`src/rtl/nyaya_vec_alu.sv`:
```
// Multi-lane Catuskoti ALU: one opcode over LANES 2-bit lanes, registered output, per-lane oscillation lock.
// Optional macro NYAYA_VEC_STATS_EN adds a saturating loop_events counter output.
module nyaya_vec_alu #(
    parameter int LANES       = 8,
    parameter int LOOP_THRESH = 8,
    parameter int CNT_W       = 4
) (
    input  logic                 clk,
    input  logic                 rst,
`ifdef NYAYA_VEC_STATS_EN
    output logic [15:0]          loop_events,
`endif
    input  logic                 in_valid,
    output logic                 in_ready,
    input  logic [2*LANES-1:0]   op_a,
    input  logic [2*LANES-1:0]   op_b,
    input  logic [2:0]           opcode,
    output logic                 out_valid,
    input  logic                 out_ready,
    output logic [2*LANES-1:0]   result,
    output logic [LANES-1:0]     loop_mask,
    input  logic                 clear_loops
);

    typedef enum logic [2:0] {
        OP_AND   = 3'd0,
        OP_OR    = 3'd1,
        OP_NOT   = 3'd2,
        OP_XOR   = 3'd3,
        OP_IMPL  = 3'd4,
        OP_EQUIV = 3'd5,
        OP_BOTH  = 3'd6,
        OP_NULL  = 3'd7
    } op_t;

    localparam logic [1:0] ASATYA   = 2'b00;
    localparam logic [1:0] SATYA    = 2'b01;
    localparam logic [1:0] UBHAYA   = 2'b10;
    localparam logic [1:0] ANUBHAYA = 2'b11;

    localparam logic [CNT_W:0] THRESH = (CNT_W+1)'(LOOP_THRESH);

    function automatic logic [1:0] f_not(input logic [1:0] a);
        logic [1:0] y;
        y = a;
        if (a == ASATYA)     y = SATYA;
        else if (a == SATYA) y = ASATYA;
        return y;
    endfunction

    function automatic logic [1:0] f_and(input logic [1:0] a, input logic [1:0] b);
        logic [1:0] y;
        if (a == ANUBHAYA || b == ANUBHAYA)    y = ANUBHAYA;
        else if (a == ASATYA || b == ASATYA)   y = ASATYA;
        else if (a == UBHAYA || b == UBHAYA)   y = UBHAYA;
        else                                   y = SATYA;
        return y;
    endfunction

    function automatic logic [1:0] f_or(input logic [1:0] a, input logic [1:0] b);
        logic [1:0] y;
        if (a == SATYA || b == SATYA)          y = SATYA;
        else if (a == UBHAYA || b == UBHAYA)   y = UBHAYA;
        else if (a == ANUBHAYA || b == ANUBHAYA) y = ANUBHAYA;
        else                                   y = ASATYA;
        return y;
    endfunction

    function automatic logic [1:0] f_xor(input logic [1:0] a, input logic [1:0] b);
        logic [1:0] y;
        if (a == b)                            y = ASATYA;
        else if (a == UBHAYA || b == UBHAYA)   y = UBHAYA;
        else if (a == ANUBHAYA || b == ANUBHAYA) y = ANUBHAYA;
        else                                   y = SATYA;
        return y;
    endfunction

    function automatic logic [1:0] f_lane(input logic [2:0] op, input logic [1:0] a, input logic [1:0] b);
        logic [1:0] y;
        case (op_t'(op))
            OP_AND:   y = f_and(a, b);
            OP_OR:    y = f_or(a, b);
            OP_NOT:   y = f_not(a);
            OP_XOR:   y = f_xor(a, b);
            OP_IMPL:  y = f_or(f_not(a), b);
            OP_EQUIV: y = (a == b) ? SATYA : ASATYA;
            OP_BOTH:  y = UBHAYA;
            default:  y = ANUBHAYA;
        endcase
        return y;
    endfunction

    logic                        accept;
    logic [LANES-1:0][1:0]       hist, hist_n;
    logic [LANES-1:0][CNT_W-1:0] cnt, cnt_n;
    logic [LANES-1:0]            looped, looped_n;
    logic [LANES-1:0]            entry;
    logic [LANES-1:0][1:0]       res_n;

    assign in_ready = !out_valid || out_ready;
    assign accept   = in_valid && in_ready;

    // A coinciding clear_loops makes the lane see freshly cleared history.
    for (genvar i = 0; i < LANES; i++) begin : g_lane
        logic [1:0]       r, h;
        logic [CNT_W-1:0] c;
        logic             l, alt, hit;

        assign r   = f_lane(opcode, op_a[2*i +: 2], op_b[2*i +: 2]);
        assign h   = clear_loops ? ANUBHAYA : hist[i];
        assign c   = clear_loops ? '0 : cnt[i];
        assign l   = clear_loops ? 1'b0 : looped[i];
        assign alt = !h[1] && !r[1] && (h != r);
        assign hit = alt && (({1'b0, c} + (CNT_W+1)'(1)) == THRESH);

        assign hist_n[i]   = r;
        assign cnt_n[i]    = (alt && !hit) ? c + CNT_W'(1) : '0;
        assign looped_n[i] = l || hit;
        assign entry[i]    = hit && !l;
        assign res_n[i]    = looped_n[i] ? UBHAYA : r;
    end

    always_ff @(posedge clk or posedge rst) begin
        if (rst) begin
            hist   <= '1;
            cnt    <= '0;
            looped <= '0;
        end else if (accept) begin
            hist   <= hist_n;
            cnt    <= cnt_n;
            looped <= looped_n;
        end else if (clear_loops) begin
            hist   <= '1;
            cnt    <= '0;
            looped <= '0;
        end
    end

    always_ff @(posedge clk or posedge rst) begin
        if (rst) begin
            out_valid <= 1'b0;
            result    <= '0;
            loop_mask <= '0;
        end else if (accept) begin
            out_valid <= 1'b1;
            result    <= res_n;
            loop_mask <= looped_n;
        end else begin
            if (out_ready)   out_valid <= 1'b0;
            if (clear_loops) loop_mask <= '0;
        end
    end

`ifdef NYAYA_VEC_STATS_EN
    logic [31:0] entry_cnt, ev_sum;

    always_comb begin
        entry_cnt = '0;
        for (int i = 0; i < LANES; i++) entry_cnt = entry_cnt + 32'(entry[i]);
        ev_sum = 32'(loop_events) + entry_cnt;
    end

    always_ff @(posedge clk or posedge rst) begin
        if (rst)         loop_events <= '0;
        else if (accept) loop_events <= (ev_sum > 32'h0000_FFFF) ? 16'hFFFF : ev_sum[15:0];
    end
`else
    logic unused_entry;
    assign unused_entry = ^entry;
`endif

endmodule

```
`config.mk`:
```
export PLATFORM = sky130hd
export DESIGN_NAME = nyaya_vec_alu
export DESIGN_NICKNAME = d
export VERILOG_FILES = /design/src/rtl/nyaya_vec_alu.sv
export SDC_FILE = /design/constraint.sdc
export NUM_CORES = 1
export LEC_CHECK = 0
export CORE_MARGIN = 1.5
export CORE_UTILIZATION = 61
export CTS_CLUSTER_SIZE = 14
export DETAILED_ROUTE_END_ITERATION = 6
export GPL_TIMING_DRIVEN = 0
export PLACE_DENSITY_LB_ADDON = 0.1
export SLEW_MARGIN = 5
export SYNTH_ARGS = -nofsm -noshare
export SYNTH_HDL_FRONTEND = slang
export SYNTH_SLANG_ARGS = --single-unit
```
`constraint.sdc`:
```
create_clock -name clk -period 3.8 [get_ports clk]
set_input_delay 0.95 -clock clk [delete_from_list [all_inputs] [get_ports clk]]
set_output_delay 0.95 -clock clk [all_outputs]
set_load 0.005 [all_outputs]
```
==> impl_results.md <==
* Status: finished, final reports clean
* CTS tree: built
* Antenna viol nets, final at 0
* WL/cell at approximately 20 um
* CP Launch Type: input pin
* Min-Delay Path Class: reg -> reg
* Relative slew slack at 7.79%
* Worst Max-Slew Pin Slew at about 1.3 ns
* Crit Path Category: in -> reg
* GRT met3 Usage at 7.77%
* Die area at 11900 um^2
* Total Wirelength at 21900 um
* Clk Tree Root Cell: clkbuf_16
* Max incr delay on CP at about 0.33 ns
* WP buf/inv at 3
* Max_cap viols at 0
* GRT overflow at 0
* Worst-path clk slew at 0.06 ns
* Final HPWL DP at ~15000 um
* Final hold vios at 0
* FP Rows at 38
* Tot GR Track Use at 36.7%
* Die Y at 109 um
* Setup TNS at 0 ns
* # IOs at 66
* Antenna cells at 0
* Core area at around 11000 um^2
* Clk sinks at 73
* DR vias/cell at 6.66
* Final Core Density at 75.6%
* Critical Path, Cell by Cell: dlygate4sd2_1, inv_2, ha_2, inv_1, a21oi_1, a21oi_1, o31ai_1, o22ai_1, a31oi_2, ha_1, or2_2, o211ai_1, a211oi_2, and2_1, a32o_1
* WP data required at roughly 4.0 ns
* Skew-Pair Late Insertion Delay at 0.34 ns
* Share of layout cells above drive strength 1 at 14.4%
* Bufs on Longest Clock Path at 2
* Slowest CP cell: or2_2
* Synth Net Count at 956
* Mean Syn Cell Area at 8.23 um^2
* Hold buffer count at cts at 0
* RSZ-0062 raised after global routing: no
* Syn Inst Count at 837
* First-pass GRT wire length at ~34000 um
* Vias in the first global route at 6840
* Number of flops mapped to enable cells by yosys at 0
* Netlist cell types at 71
* Total number of vias at 7104
* Static Leak at 3.59 nW
* Arr. time, crit path at 3.91 ns
* WHS Endpoint: result[0]
* Min Tclk post-route at 3.68 ns
* Post-synthesis sequential area ratio at approximately 27%
* Cell family contributing the most delay on the critical path: compound AO/OA/AOI/OAI gates
* Syn Std Cell Area at 6890 um^2
* Crit path top cell by count: a21oi_1
* Worst Hold Depth at 2
* Nets at 1041
* Reg-to-reg critical path endpoint: cnt[12]
* Pwr dens at 289 nW/um^2
* Most Used Layer, Global Route: met2
* Initial Util at 63.0%
* Pre-antenna DRT Iters at 6
* IO buf count at 59
* Asr flop ratio synth at 100%
* Total chip power at approximately 2.4 mW
* Clk_skew at around 0.0070 ns
* Seq cells post-synth at 73
* Pin count of the biggest net entering global routing at 61
* Peak fanout along the critical path at 5
* Worst vdd ir at 358 uV
* Final worst-path cycle share at 96.9%
* Synth Flop Type: dfrtp_1
* TritonCTS Buffers at 9
* Nature of the critical path endpoint: flip-flop
* # DRC at 0
* # H-tree levels at 3
* Worst R2R Setup Slack at 1.05 ns
* Layout area overhead at 19.9%
* Initial DRC count at 966
* Antenna violations before repair at 0
* Setup Viol. Count Final at 0
* Max-slew violations at 0
* Yosys warnings at 0
* Chip width at 109 um
* Worst Hold Launch: result[0]
* Worst r2r path cells at 6
* Grt met1 use at 47.8%
* RD Place Congestion at 0.940
* Grt met2 use at between 50% and 60%
* Max Clock Freq at about 270 MHz
* RR Startpoint: out_valid
==> power by group <==
group / switching (mW) / internal [mW] / leakage, nW / total (mW)
logic: 0.428 / 0.316 / 2.54 / 0.744
clock network: 0.307 / 0.456 / 0.127 / 0.762
registers: 0.0352 / 0.848 / 0.927 / 0.883
==> cells by family after synthesis <==
group / Yosys count / share of synthesized area (%)
and+or+nand+nor: 314 / 23.7
adders and majority gates: 82 / 14.8
buffers and inverters: 92 / 5.88
DFF: 73 / 26.8
muxes: 13 / 2.09
xor gates and xnor gates: 15 / 1.91
AOI/OAI and AO/OA: 248 / 24.9
==> cells in the mapped netlist, types with 5 or more instances <==
cell type / count / area, um^2
nand2b_1: 30 / 188
or3_1: 8 / 50.1
buf_2: 15 / 75.1
o21a_1: 8 / 60.1
and3_1: 5 / 31.3
nand2_1: 47 / 176
nand4_1: 9 / 56.3
dfrtp_1: 57 / 1430
o21ai_1: 5 / 25.0
dfstp_2: 16 / 420
mux2_2: 6 / 67.6
nand3_1: 30 / 150
o21ai_0: 48 / 240
a2111oi_0: 6 / 52.6
a2111oi_2: 5 / 75.1
nor2b_1: 35 / 219
a41oi_1: 5 / 43.8
xor2_1: 15 / 131
o22ai_1: 18 / 113
nor3_1: 32 / 160
a31oi_1: 10 / 62.6
buf_4: 5 / 37.5
a21oi_1: 55 / 275
ha_1: 79 / 988
o31ai_1: 16 / 120
nor3b_1: 8 / 60.1
mux2i_1: 5 / 50.1
inv_1: 46 / 173
o21bai_1: 16 / 120
a21o_1: 9 / 67.6
nor2_1: 80 / 300
a32o_1: 7 / 70.1
clkbuf_1: 19 / 71.3
a211oi_1: 12 / 90.1
and2_1: 5 / 31.3
==> through the flow <==
stage | cells | worst slack [ns] | hold slack, ns | area (um^2)
6_report | 1066 | 0.117 | 0.485 | 8260
5_1_grt | 1066 | 0.00712 | 0.507 | 8260
4_1_cts | 1057 | 0.0160 | 0.485 | 8070
3_5_place_dp | 1037 | -0.918 | 0.472 | 7690
3_3_place_gp | 1036 | -0.821 | 0.467 | 7660
2_1_floorplan | 837 | 0.208 | 0.465 | 6890
==> sequential cells by signal, indices dropped and copies added (netlist names) <==
| register | cells |
|---|---|
| cnt | 32 |
| hist | 16 |
| loop_mask | 8 |
| out_valid | 1 |
| result | 16 |
==> how the worst max path moves through the flow <==
stage,cells after the start,slack [ns],start,endpoint
final,15,0.12,op_a[2],cnt[7]
after global routing,14,0.007,op_a[0],result[1]
after CTS,13,0.02,op_a[1],cnt[1]
after detailed placement,14,-0.92,opcode[0],cnt[7]
after global placement,13,-0.82,clear_loops,cnt[2]
after floorplan,13,0.21,clear_loops,cnt[2]
==> worst min-delay path: cells and delay by family, from the launching register on <==
family / cells / cell delay [ns]
flops: 1 / 0.34
compound gates: 1 / 0.05
simple gates: 1 / 0.05
==> metal layers <==
metal	up-vias	share of wire, %	wire [um]
met5	-	0	0
met4	0	3.8	823
met3	83	9.1	1990
met2	416	47	10300
met1	3415	40	8760
li1	3190	-	-
==> what timing repair did <==
action                                  in CTS  in global routing
resized for setup                           35                 56
pin swaps                                    6                 18
hold endpoints to repair                     0                  0
buffers inserted                             6                 10
endpoints found under the setup margin      50                 32
gates cloned                                 0                  0
==> cells in the final DEF (no fill, tap or decap), types with 6 or more instances in the layout <==
cell type,Yosys,routed
nor2_1,80,79
o22ai_1,18,18
o31ai_1,16,15
nand2b_1,30,30
nand3_1,30,29
o21a_1,8,8
a32o_1,7,7
xor2_1,15,15
nand4_1,9,9
mux2_2,6,6
clkdlybuf4s50_1,0,44
nand2_1,47,46
nor3_1,32,31
inv_1,46,40
buf_6,3,7
a21oi_1,55,53
nor2b_1,35,35
o21bai_1,16,16
a211oi_1,12,12
clkbuf_16,0,9
o21ai_1,5,7
a21o_1,9,9
dlymetal6s2s_1,0,8
buf_2,15,8
a31oi_1,10,7
buf_4,5,25
dfstp_2,16,16
nor3b_1,8,8
or3_1,8,8
o21ai_0,48,46
dfrtp_1,57,57
a2111oi_2,5,6
ha_1,79,74
clkbuf_1,19,19
==> layout make-up <==
type	count	area [um^2]
plain buffers	43	292
clock buffers	14	254
clock inverters	1	5.00
fillers	800	2670
inverters	47	184
multi-input cells	672	4760
flip-flops and latches	73	1850
well taps	140	175
repair buffers	76	743
Power figures use the tool's default switching activity.
